--- src/rtl/invaders_video_scan.sv ---
// invaders_video_scan
//   Raster scan generator for a 1bpp bitmap display. Counts pixels (h) and
//   lines (v), pre-fetches one video RAM byte per 8-pixel column, shifts
//   it out as a monochrome pixel and produces sync/blank timing, a colour
//   lookup address and two CPU interrupt requests (mid-screen, vblank).
//
// Ports
//   Clock       system clock, all logic on its rising edge
//   Reset       synchronous, active-high
//   Pix_Ce      pixel clock enable (never high on two consecutive clocks)
//   Vid_Addr    video RAM read address
//   Vid_Rd      one-clock read strobe, Vid_Addr valid
//   Vid_Data    RAM read data, valid the clock after Vid_Rd
//   Pixel       monochrome pixel, one pixel of latency
//   Color_Addr  colour PROM address {0, v[7:3], h[7:3]}
//   HSync, VSync, HBlank, VBlank   raster timing, registered with Pixel
//   Int_Mid, Int_VBl               one-clock interrupt requests
//   HCount, VCount                 current h and v
//
// V_ACTIVE (visible lines) and V_MID (mid-screen interrupt line) default to
// the standard raster; they are exposed so a shortened frame can be built.
module invaders_video_scan #(
  parameter int          H_TOTAL   = 320,
  parameter int          V_TOTAL   = 262,
  parameter int          HS_START  = 272,
  parameter int          HS_END    = 303,
  parameter int          VS_START  = 236,
  parameter int          VS_END    = 239,
  parameter logic [15:0] VRAM_BASE = 16'h2400,
  parameter int          V_ACTIVE  = 224,
  parameter int          V_MID     = 96
) (
  input  logic        Clock,
  input  logic        Reset,
  input  logic        Pix_Ce,
  output logic [15:0] Vid_Addr,
  output logic        Vid_Rd,
  input  logic [7:0]  Vid_Data,
  output logic        Pixel,
  output logic [10:0] Color_Addr,
  output logic        HSync,
  output logic        VSync,
  output logic        HBlank,
  output logic        VBlank,
  output logic        Int_Mid,
  output logic        Int_VBl,
  output logic [8:0]  HCount,
  output logic [8:0]  VCount
);

  localparam logic [8:0] H_LAST    = 9'(H_TOTAL - 1);
  localparam logic [8:0] H_PREF    = 9'(H_TOTAL - 2);
  localparam logic [8:0] V_LAST    = 9'(V_TOTAL - 1);
  localparam logic [8:0] HS_FIRST  = 9'(HS_START);
  localparam logic [8:0] HS_LAST   = 9'(HS_END);
  localparam logic [8:0] VS_FIRST  = 9'(VS_START);
  localparam logic [8:0] VS_LAST   = 9'(VS_END);
  localparam logic [8:0] V_ACT     = 9'(V_ACTIVE);
  localparam logic [8:0] V_MID_PRE = 9'(V_MID - 1);
  localparam logic [8:0] V_ACT_PRE = 9'(V_ACTIVE - 1);
  localparam logic [8:0] H_VIS     = 9'd256;
  localparam logic [8:0] H_FETCH   = 9'd248;

  logic [8:0]  h, v;
  logic [7:0]  prefetch, display;
  logic        capture_pending;

  logic        h_last, v_last;
  logic [8:0]  h_next, v_next;
  logic        col_fetch, line_fetch, col_load, visible;
  logic [7:0]  next_line;
  logic [15:0] fetch_addr;
  logic [7:0]  load_byte;

  always_comb begin
    h_last     = (h == H_LAST);
    v_last     = (v == V_LAST);
    h_next     = h_last ? 9'd0 : h + 9'd1;
    v_next     = v;
    if (h_last) v_next = v_last ? 9'd0 : v + 9'd1;

    col_fetch  = (h[2:0] == 3'd6) && (h < H_FETCH);
    line_fetch = (h == H_PREF);
    col_load   = ((h[2:0] == 3'd7) && (h < H_FETCH)) || h_last;
    visible    = (h < H_VIS) && (v < V_ACT);

    // Line prefetch reads column 0 of the line about to start.
    next_line  = v_last ? 8'd0 : 8'(v + 9'd1);
    if (line_fetch)
      fetch_addr = VRAM_BASE + {3'b000, next_line, 5'b00000};
    else
      fetch_addr = VRAM_BASE + {3'b000, v[7:0], 5'b00000} + {10'd0, h[8:3]} + 16'd1;

    // With the tightest Pix_Ce spacing the load lands on the same edge as
    // the capture, so bypass the prefetch register in that case.
    load_byte  = capture_pending ? Vid_Data : prefetch;
  end

  always_ff @(posedge Clock) begin
    if (Reset) begin
      h               <= '0;
      v               <= '0;
      Vid_Addr        <= VRAM_BASE;
      Vid_Rd          <= 1'b0;
      capture_pending <= 1'b0;
      prefetch        <= '0;
      display         <= '0;
      Pixel           <= 1'b0;
      Color_Addr      <= '0;
      HSync           <= 1'b0;
      VSync           <= 1'b0;
      HBlank          <= 1'b0;
      VBlank          <= 1'b0;
      Int_Mid         <= 1'b0;
      Int_VBl         <= 1'b0;
    end else begin
      Vid_Rd          <= 1'b0;
      Int_Mid         <= 1'b0;
      Int_VBl         <= 1'b0;
      capture_pending <= Vid_Rd;
      if (capture_pending) prefetch <= Vid_Data;

      if (Pix_Ce) begin
        h <= h_next;
        v <= v_next;
        if (col_fetch || line_fetch) begin
          Vid_Addr <= fetch_addr;
          Vid_Rd   <= 1'b1;
        end
        if (col_load) display <= load_byte;
        Pixel      <= visible ? display[h[2:0]] : 1'b0;
        Color_Addr <= {1'b0, v[7:3], h[7:3]};
        HBlank     <= (h >= H_VIS);
        VBlank     <= (v >= V_ACT);
        HSync      <= (h >= HS_FIRST) && (h <= HS_LAST);
        VSync      <= (v >= VS_FIRST) && (v <= VS_LAST);
        Int_Mid    <= h_last && (v == V_MID_PRE);
        Int_VBl    <= h_last && (v == V_ACT_PRE);
      end
    end
  end

  assign HCount = h;
  assign VCount = v;

endmodule

--- config.mk ---
export PLATFORM = sky130hd
export DESIGN_NAME = invaders_video_scan
export DESIGN_NICKNAME = d
export VERILOG_FILES = /design/src/rtl/invaders_video_scan.sv
export SDC_FILE = /design/constraint.sdc
export NUM_CORES = 1
export LEC_CHECK = 0
export ABC_AREA = 1
export CORE_MARGIN = 1
export CORE_UTILIZATION = 45
export DETAILED_ROUTE_END_ITERATION = 10
export PLACE_DENSITY = 0.75
export RECOVER_POWER = 100
export SLEW_MARGIN = 10
export SYNTH_ARGS = -nofsm -noshare
export SYNTH_HDL_FRONTEND = slang
export SYNTH_SLANG_ARGS = --single-unit
--- constraint.sdc ---
create_clock -name Clock -period 3.85 [get_ports Clock]
set_input_delay 0.385 -clock Clock [delete_from_list [all_inputs] [get_ports Clock]]
set_output_delay 0.385 -clock Clock [all_outputs]
set_load 0.01 [all_outputs]
-- After elaboration in Yosys (flattened, before gate mapping)
Cells that the tools add are included.
- register bits: 69
- input bits: 11
- output and inout bits: 53
- logic and storage cells: 61
- add/sub/neg operators: 6
- order comparisons: 10
- eq/ne operators: 7
- multiplexer cells: 9
- bitwise operators: 1
- reduce and logical (&&, ||, !) cells: 13
- operator list (cell ; count):
    14-bit by 13-bit adder with 15-bit output (first input constant) ; 2
    9-bit == test (second input constant) ; 3
    9-bit by 1-bit adder with 9-bit output (second input constant) ; 2
    9-bit by 8-bit greater-or-equal comparator with 1-bit output (second input constant) ; 2
    9-bit greater-or-equal comparator (second input constant) ; 2
    9-bit by 8-bit less-than comparator with 1-bit output (second input constant) ; 2
    9-bit 2-to-1 mux ; 2
    15-bit by 6-bit adder with 16-bit output ; 1
    16-bit by 1-bit adder with 16-bit output (second input constant) ; 1
    16-bit 2-to-1 mux ; 1
    8-bit 2-to-1 mux ; 2
    9-bit by 7-bit == test with 1-bit output (second input constant) ; 1
    9-bit by 8-bit == test with 1-bit output (second input constant) ; 1
    9-bit by 8-bit less-or-equal comparator with 1-bit output (second input constant) ; 1
    9-bit less-or-equal comparator (second input constant) ; 1
    9-bit less-than comparator (second input constant) ; 1
    1-bit logical AND ; 7
    3-bit == test (second input constant) ; 2
    2-bit AND reduction ; 3
    3-bit by 4-bit less-than comparator with 1-bit output (second input constant) ; 1
    1-bit binary-select mux with 3-bit select ; 1
    1-bit 2-to-1 mux ; 3
    1-bit logical OR ; 2
    2-bit OR reduction ; 1
    1-bit inverter ; 1

-- Depth between registers and ports, before layout
Gate-level depths: netlist of the first run.
- depth after elaboration: 4
- depth in mapped cells: 13
- mapped depth without buffers: 12

-- Worst setup path after synthesis of the first run
Ideal clock, no wire load.
- path type: flip-flop to flip-flop
- start: register v[0] (netlist: VCount[0])
- end: register Vid_Addr[12]
- library setup time: 0.132 ns
- arrival: 1.905 ns
- data required time: 3.718 ns
- setup slack: 1.813 ns
- cell stages (with the launch flop): 13
- buffers on the path: 0
- period minus slack after synthesis: 2.037 ns
- cells stage by stage: dfxtp_1 > ha_1 > nand2_1 > nor2_2 > nand2_1 > nor2_1 > xor2_1 > ha_1 > ha_1 > nor2_1 > nor2_1 > nand2_1 > a21oi_1
- word-level cells in the longest chain between the ends: 4
- elaborated cells between the ends (all ways): 8
- classes of those cells: add/sub (5); eq/ne (1); mux (2)
- ends and longest elaborated chain (item ; RTL line ; source):
    start: declaration ; 64 ; logic [8:0] h, v;
    start signal: assignment ; 125 ; v <= v_next;
    9-bit by 1-bit adder with 9-bit output / 9-bit == test (equally long branches) ; 88, 77 ;
    8-bit 2-to-1 mux * ; 88 ; next_line = v_last ? 8'd0 : 8'(v + 9'd1);
    net next_line[6] ; 71 ; logic [7:0] next_line;
    14-bit by 13-bit adder with 15-bit output * ; 90 ; fetch_addr = VRAM_BASE + {3'b000, next_line, 5'b00000};
    16-bit 2-to-1 mux * ; 89 ; if (line_fetch)
    end signal: assignment ; 127 ; Vid_Addr <= fetch_addr;
    end: declaration ; 36 ; output logic [15:0] Vid_Addr,
The timed path passes the listed nets; every way through them passes the cells marked *.
A chain may end at the register's enable or synchronous reset.

==> results.md, run 1 <==
* Initial DRT Pass Iterations at 4
* Buffers on Ports at between 60 and 70
* Maximum vdd ir drop at approximately 280 uV
* RSZ-0062 raised after global routing: false
* Clk_skew at 9.65 ps
* Grt total ovfl at 0
* Area grow syn2layout at 22.8%
* Core ar. at around 6900 um2
* Post-route clock period utilization at 0.713
* Clock transition at path regs at 80 ps
* #FFs+latches synth at between 60 and 70
* Cell leakage power at 1.74 nW
* Final Hold Vio Count at 0
* Die Wd at around 88 um
* Crit path kind: input pin to flip-flop
* Nets at 521
* Syn Area/Cell at roughly 7.5 um2
* CTS Buffer Depth at 2
* Area of the multi-input gates at around 1600 um2
* RR Endpoint: Vid_Addr[9]
* Max Cap Viol at 0
* CP Launch Point: Reset
* Worst hold path class: flip-flop to flip-flop
* CP Capture Point: VCount[2]
* Row Count at 30
* Setup TNS at 0 ps
* Fin util at 0.584
* Largest net degree at the start of global routing at 33
* Vias in the first global route at 2915
* Worst slew margin at 0.151
* Top FF cell, synth: dfxtp_1
* Tmin final at about 2700 ps
* Initial Utilization at 0.476
* Max Clock Freq at about 360 MHz
* Drc violations at 0
* Final HPWL DP at around 6.2 mm
* Via count at approximately 3100
* Final WL at around 8.4 mm
* Setup violators final at 0
* Crit Reg-Reg Startpoint: HCount[0]
* FF-to-FF setup slack at 1290 ps
* Post-synth EDFFs at 0
* Vias per std cell at 5.24
* Final Slew Violations at 0
* First DRT Iteration DRCs at 180
* Critical Path Start Type: input pin
* Die area at 7690 um2
* Crit Path Max Fanout at 27
* Cts repair resizes at 0
* # fillers at about 690
* Chip height at roughly 90 um
* Synthesis Warnings at 0
* Status: complete, no violations
* Antenna Cells at 0
* Post-synthesis cell type count at 39
* Routability cong. at between 0.8 and 0.9
* Reg2Reg Depth at 11
* IO Count at 64
* Crit end category: flip-flop
* CTS tree: built
* Crit path DAT at about 3000 ps
* Final ANT Viol Nets at 0
* Total track usage at 0.239
* Hold Buf Count CTS at 0
* Drt wl/cell at approximately 14 um
* Setup Buffers After CTS at 0
* Clock root buffer: clkbuf_8
* First-pass GRT wire length at around 14 mm
* Mapped cell area at between 3000 and 4000 um2
* Total CTS buffers at 9
* Skew-Pair Late Insertion Delay at ~350 ps
* Gate Count Post-Synth at roughly 440
* Worst path required time at approximately 4100 ps
* Sequential cell area at 1360 um2
* Seq/Total Area, Yosys at 0.412
* H-tree levels at 3
* Async SR Flop Fraction at 0
* Antenna violations before repair at 0
* Pwr per Cell Area at ~330 nW/um2
* Num Clock Sinks at 68
* Share of layout cells above drive strength 1 at 0.0598
* Worst Tran Pin Value at approximately 1300 ps
-- critical path, cell delays in order --
cell	delay (ps)
dlygate4sd3_1	570
clkbuf_1	520
nor4_1	920
nand2_1	370
o22ai_1	220
-- cells by family (layout without fill, tap and decap cells) --
logic type	Yosys count	count (layout)	synth area share
simple gates	189	189	0.256
compound gates	97	97	0.164
other cells	1	2	0.00114
mux	8	8	0.0242
fa+ha+maj	13	13	0.0492
flops	68	68	0.412
buf+inv	62	121	0.0822
xor+xnor	4	4	0.0106
-- per-layer routing --
layer | wire length, um | vias up | share of wire | track usage
li1 | - | 1582 | - | -
met1 | 3490 | 1449 | 0.42 | 0.276
met2 | 4330 | 88 | 0.52 | 0.436
met3 | 429 | 12 | 0.051 | 0.0509
met4 | 125 | 0 | 0.015 | 0.0820
met5 | 0 | - | 0 | 0
-- cells in the mapped netlist, types with 2 or more instances --
master	instances	area [um2]
o21ai_0	35	175
a211oi_2	2	25.0
nor3_1	6	30.0
nor4_1	3	18.8
dfxtp_1	68	1360
nand2_1	74	278
nand4_1	4	25.0
nor2_1	61	229
nand2_4	2	22.5
nor2_2	3	18.8
xor2_1	3	26.3
a31oi_1	2	12.5
mux2i_1	8	80.1
o21ai_1	4	20.0
o211ai_1	2	15.0
buf_2	4	20.0
clkbuf_1	8	30.0
buf_6	2	22.5
inv_1	35	131
a21oi_1	36	180
a211oi_1	9	67.6
inv_2	5	18.8
ha_1	13	163
or2_2	2	12.5
nand3_1	26	130
nand2_2	4	25.0
buf_4	4	30.0
o22ai_1	6	37.5
-- how the worst min path moves through the flow --
stage	from	end	slack (ps)	cells past startpoint
4_1_cts	Vid_Rd	capture_pending	430	2
2_1_floorplan	Vid_Rd	capture_pending	450	2
3_5_place_dp	Vid_Rd	capture_pending	420	2
5_1_grt	Vid_Rd	capture_pending	450	2
3_3_place_gp	Vid_Rd	capture_pending	420	2
6_report	Vid_Rd	capture_pending	420	2
-- metrics by stage --
step / worst slack, ps / instances / cell area, um2 / hold WS, ps / total power, mW
2_1_floorplan: 1810 / 443 / 3310 / 447 / 0.788
3_3_place_gp: 1590 / 582 / 3940 / 418 / 0.829
3_5_place_dp: 1530 / 582 / 3940 / 420 / 0.831
4_1_cts: 1530 / 598 / 4120 / 431 / 1.36
5_1_grt: 921 / 598 / 4060 / 446 / 1.39
6_report: 1100 / 598 / 4060 / 423 / 1.34
-- final cells by class --
type	instances	share of cell area
repair buffers	63	0.153
multi-input cells	313	0.399
clock inverters	7	0.0126
well taps	96	0.0296
clock buffers	9	0.0305
flip-flops and latches	68	0.335
inverters	42	0.0395
-- report_power, final --
part | leakage, nW | switching [mW] | internal (mW) | total [mW]
combinational | 1.10 | 0.0463 | 0.0361 | 0.0823
sequential | 0.551 | 0.00912 | 0.715 | 0.724
clock | 0.0860 | 0.295 | 0.236 | 0.531
-- state kept, by name, indices dropped and copies added (netlist names), 8 cells and up --
signal      flops
display         8
HCount          9
Color_Addr     10
Vid_Addr       15
prefetch        8
VCount          9
-- layout by cell type, fill, tap and decap left out, types with 9 or more instances in the layout --
cell,synthesis,final
inv_1,35,35
nand2_1,74,77
clkbuf_8,0,9
a21oi_1,36,36
dlygate4sd3_1,0,53
nor2_1,61,63
nand3_1,26,27
ha_1,13,13
dfxtp_1,68,68
o21ai_0,35,38
a211oi_1,9,10
(Power assumes the default switching activity.)
==> run 2, diff against run 1 <==
--- a/config.mk
+++ b/config.mk
@@ -9,7 +9,7 @@
 export CORE_MARGIN = 1
 export CORE_UTILIZATION = 45
 export DETAILED_ROUTE_END_ITERATION = 10
-export PLACE_DENSITY = 0.75
+export PLACE_DENSITY = 0.78
 export RECOVER_POWER = 100
 export SLEW_MARGIN = 10
 export SYNTH_ARGS = -nofsm -noshare
==> constraint.sdc (replaced) <==
create_clock -name Clock -period 2.5 [get_ports Clock]
set_input_delay 0.25 -clock Clock [delete_from_list [all_inputs] [get_ports Clock]]
set_output_delay 0.25 -clock Clock [all_outputs]
set_load 0.01 [all_outputs]
==> run 2 against run 1 <==
Sequential power is 53% higher. Sequential share of layout area decreased by 1.4 points. Utilization rose by 2.6 points. Setup slack got worse by 820 ps. Routed wire length grew 1.6%. Critical path depth up 7. Global-route usage fell by 0.13 points. Register-to-register slack got worse by 1000 ps. Critical path type is now flip-flop to flip-flop. Largest cell class unchanged.
==> results.md, run 2 (synthesis results as in run 1) <==
* Status: complete, no violations
* Final HPWL DP at about 6.3 mm
* Setup violators final at 0
* Setup TNS at 0 ps
* Hold Path Stages at 2
* First DRT Iteration DRCs at between 100 and 150
* Die area at 7690 um2
* Most common cell after layout, fill and taps aside: nand2_1
* Nets at ~530
* Post-route clock period utilization at 0.885
* Drc violations at 0
* Total track usage at 0.237
* Final ANT Viol Nets at 0
* FF-to-FF setup slack at about 290 ps
* Final WL at between 8 and 9 mm
* Vias per std cell at roughly 5.3
* Largest register by flop count: Vid_Addr
* Crit path kind: flip-flop to flip-flop
* Clk_skew at 7.42 ps
* Initial Utilization at 0.476
* Antenna violations before repair at 0
* Initial DRT Pass Iterations at 5
* Drt wl/cell at ~14 um
* Clock transition at path regs at ~80 ps
* Hold Path End: capture_pending
* Cell leakage power at 1.82 nW
* Worst slew margin at 0.331
* Setup Buffers After CTS at 0
* IO Count at 64
* WHS at ~420 ps
* Tmin final at 2210 ps
* Crit path DAT at around 2500 ps
* RSZ-0062 raised after global routing: false
* Fin cells at between 600 and 700
* Routability cong. at roughly 1.0
* CTS tree: built
* Commonest non-fill, non-tap cells in the layout: 76 x nand2_1, 68 x dfxtp_1, 62 x nor2_1
* Row Count at 30
* Num Clock Sinks at about 70
* Max reg flops at 15
* Crit Reg-Reg Startpoint: VCount[0]
* Max Cap Viol at 0
* Placement Cell Area at 3990 um2
* CTS Buffer Depth at 2
* Skew-Pair Late Insertion Delay at about 350 ps
* Buffers on Ports at between 60 and 70
* Chip height at 87.7 um
* H-tree levels at 3
* Final Slew Violations at 0
* Crit Path Max Fanout at 8
* Hold path startpoint: Vid_Rd
* Clock root buffer: clkbuf_8
* First-pass GRT wire length at 13.8 mm
* Core ar. at approximately 7000 um2
* Worst Tran Pin Value at between 1000 and 1500 ps
* Pwr per Cell Area at a little under 600 nW/um2
* Area grow syn2layout at 28.3%
* Design area at 4240 um2
* Largest net degree at the start of global routing at 26
* Maximum vdd ir drop at roughly 490 uV
* Reg2Reg Depth at 12
* Worst hold path class: flip-flop to flip-flop
* Grt total ovfl at 0
* Critical Path Start Type: flip-flop
* Top flop regs: Vid_Addr: 15 flops, Color_Addr: 10 flops
* Final Hold Vio Count at 0
* Max Clock Freq at around 450 MHz
* Vias in the first global route at just under 3000
* Worst path required time at around 2700 ps
* Die Wd at 87.7 um
* Via count at around 3200
* Antenna Cells at 0
* Share of layout cells above drive strength 1 at 0.0787
* Crit end category: flip-flop
* RR Endpoint: Vid_Addr[12]
* Design Power at between 2 and 2.5 mW
* Total CTS buffers at 9
* Placed Cells at 588
[run 2: cell types whose count changed in the layout (fill, tap and decap cells not counted), moves of 2 or more]
| cell | previous run | this run |
|---|---|---|
| buf_4 | 1 | 6 |
| bufinv_16 | 0 | 4 |
| clkinv_2 | 2 | 0 |
| clkinvlp_4 | 2 | 0 |
| o21ai_0 | 38 | 36 |
| o21ai_1 | 1 | 3 |
[run 2: metal layers]
layer / up-vias / GRT usage / wire length [um]
li1: 1584 / - / -
met1: 1465 / 0.283 / 3630
met2: 115 / 0.408 / 4190
met3: 17 / 0.0679 / 516
met4: 0 / 0.0849 / 166
met5: - / 0 / 0
[run 2: critical path, stage by stage (launching register included)]
cell and delay, ps:
dfxtp_1 470, ha_1 210, nand2_1 80, nor2_2 140
nand2_1 120, nor2_1 180, xor2_2 230, ha_1 190
ha_1 220, nor2_1 100, nor2_1 60, nand2_1 70
a21oi_1 50
[run 2: how the worst max path moves through the flow]
stage	cells past startpoint	slack (ps)	start	to
detailed placement	12	260	VCount[0]	Vid_Addr[12]
global placement	12	320	VCount[0]	Vid_Addr[12]
floorplan	12	460	VCount[0]	Vid_Addr[12]
global route	9	50	HCount[0]	display[7]
CTS	12	250	VCount[0]	Vid_Addr[12]
finish	12	290	VCount[0]	Vid_Addr[12]
[run 2: where the power goes]
part / switching [mW] / total, mW / internal, mW
logic: 0.0762 / 0.136 / 0.0594
clock network: 0.442 / 1.21 / 0.770
registers: 0.0139 / 1.11 / 1.10
[run 2: final cells by class]
type,instances,area (um2)
Fill cell,637,2710
Multi-Input combinational cell,313,1660
Sequential cell,68,1360
Timing Repair Buffer,69,663
Inverter,42,160
Clock inverter,7,146
Clock buffer,9,124
Tap cell,96,120
[run 2: metrics by stage]
stage	setup slack (ps)	utilization
finish	288	0.610
CTS	251	0.613
global placement	325	0.574
detailed placement	263	0.574
floorplan	463	-
global route	47.2	0.610
[run 2: timing repair]
action	4_1_cts	5_1_grt
gates resized for setup	0	1
hold buffers	0	0
endpoints found under the setup margin	0	1
==> run 3, diff against run 2 <==
--- a/config.mk
+++ b/config.mk
@@ -6,10 +6,11 @@
 export NUM_CORES = 1
 export LEC_CHECK = 0
 export ABC_AREA = 1
+export CAP_MARGIN = 0
 export CORE_MARGIN = 1
 export CORE_UTILIZATION = 45
 export DETAILED_ROUTE_END_ITERATION = 10
-export PLACE_DENSITY = 0.78
+export PLACE_DENSITY = 0.71
 export RECOVER_POWER = 100
 export SLEW_MARGIN = 10
 export SYNTH_ARGS = -nofsm -noshare
==> constraint.sdc (replaced) <==
create_clock -name Clock -period 2.4 [get_ports Clock]
set_input_delay 0.24 -clock Clock [delete_from_list [all_inputs] [get_ports Clock]]
set_output_delay 0.24 -clock Clock [all_outputs]
set_load 0.01 [all_outputs]
==> run 3 against run 2 <==
Worst hold slack got worse by 6.0 ps. Largest power group is now registers. Clock skew grew 1.8 ps. Register-to-register slack worse by 130 ps. Clock-buffer cell count unchanged. Critical path depth decreased by 6. Setup slack worse by 130 ps.
==> results.md, run 3 (synthesis results as in run 1) <==
* Status: complete, no violations
* Worst hold path class: flip-flop to flip-flop
* Max Cap Viol at 0
* Total track usage at 0.244
* Worst Tran Pin Value at about 1000 ps
* Core ar. at between 6000 and 7000 um2
* Die area at slightly below 8000 um2
* Final WL at around 8.7 mm
* Vias in the first global route at ~3000
* First-pass GRT wire length at between 10 and 15 mm
* Tmin final at 2240 ps
* Post-route clock period utilization at 0.934
* Hold Buf Count CTS at 0
* Buffers on Ports at 61
* Share of layout cells above drive strength 1 at 0.0837
* Via count at between 3000 and 4000
* Clock transition at path regs at 90 ps
* Skew-Pair Late Insertion Delay at around 350 ps
* Area grow syn2layout at 27.1%
* Final HPWL DP at ~6.6 mm
* Worst slew margin at 0.334
* Initial Utilization at 0.476
* Final ANT Viol Nets at 0
* Cts repair resizes at 0
* H-tree levels at 3
* Largest net degree at the start of global routing at 26
* Setup violators final at 0
* First DRT Iteration DRCs at between 150 and 200
* Antenna Cells at 0
* Drt wl/cell at around 14 um
* Largest register by flop count: Vid_Addr
* Fin util at 0.605
* Crit path DAT at around 2500 ps
* Chip height at between 80 and 90 um
* Cell leakage power at 1.80 nW
* Die Wd at about 90 um
* Crit end category: flip-flop
* Drc violations at 0
* Area of the multi-input gates at 1650 um2
* IO Count at 64
* Pwr per Cell Area at 549 nW/um2
* Max Clock Freq at 446 MHz
* Clk_skew at between 9 and 10 ps
* Row Count at 30
* Vias per std cell at 5.18
* CTS Buffer Depth at 2
* RSZ-0062 raised after global routing: false
* Final Slew Violations at 0
* Most common cell after layout, fill and taps aside: nand2_1
* Final Hold Vio Count at 0
* Initial DRT Pass Iterations at 5
* Nets at 533
* Maximum vdd ir drop at between 400 and 500 uV
* Pre-CTS setup slack at between 200 and 250 ps
* Worst path required time at between 2000 and 3000 ps
* Clock root buffer: clkbuf_8
* Crit path kind: flip-flop to flip-flop
* Routability cong. at around 1
* Num Clock Sinks at between 60 and 70
* Antenna violations before repair at 0
* Max reg flops at 15
* Final worst setup slack at approximately 160 ps
* Total CTS buffers at 9
* Setup TNS at 0 ps
* Commonest non-fill, non-tap cells in the layout: 76 x nand2_1, 67 x dfxtp_1, 62 x nor2_1
* FF-to-FF setup slack at 160 ps
* CTS tree: built
* Setup Buffers After CTS at 0
* Sequential cell area at 1360 um2
* Critical Path Start Type: flip-flop
* # fillers at approximately 660
* Top flop regs: Vid_Addr: 15 flops, Color_Addr: 10 flops
* Grt total ovfl at 0
* Crit Path Max Fanout at 6
## run 3: report_power, final
| part | total, mW | switching [mW] | internal [mW] |
|---|---|---|---|
| registers | 1.16 | 0.0121 | 1.15 |
| logic | 0.146 | 0.0820 | 0.0640 |
| clock network | 1.00 | 0.504 | 0.498 |
| total | 2.31 | 0.598 | 1.71 |
## run 3: cell type report
type                       count  share of cell area
multi-input combinational    313               0.393
sequential                    68               0.325
timing repair buffer          75               0.166
inverter                      42              0.0382
clock buffer                   9              0.0295
tap                           96              0.0286
clock inverter                 7              0.0197
## run 3: critical path: stages (launching register included)
cell	delay, ps
dfxtp_1	470
nand2_1	120
nor2_2	190
nand2_2	80
nor4_1	650
nand2_1	390
o22ai_1	250
## run 3: worst paths after layout
path	from	end	depth (start not counted)
hold reg to reg	Vid_Rd	capture_pending	2
setup / recovery	HCount[8]	VCount[7]	6
hold / removal	Vid_Rd	capture_pending	2
setup reg to reg	HCount[8]	VCount[7]	6
## run 3: routing by layer
layer  global-route usage  vias up  wire [um]
li1                     -     1599          -
met1                0.293     1447       3650
met2                0.424       95       4390
met3               0.0594       20        453
met4               0.0924        0        187
met5                    0        -          0
## run 3: per-stage QoR
stage          hold slack, ps  power [mW]  std cells  instance area, um2
2_1_floorplan             407        1.26        443                3310
3_3_place_gp              415        1.34        594                4030
3_5_place_dp              411        1.34        594                4030
4_1_cts                   424        2.34        610                4240
5_1_grt                   458        2.39        610                4200
6_report                  419        2.31        610                4200
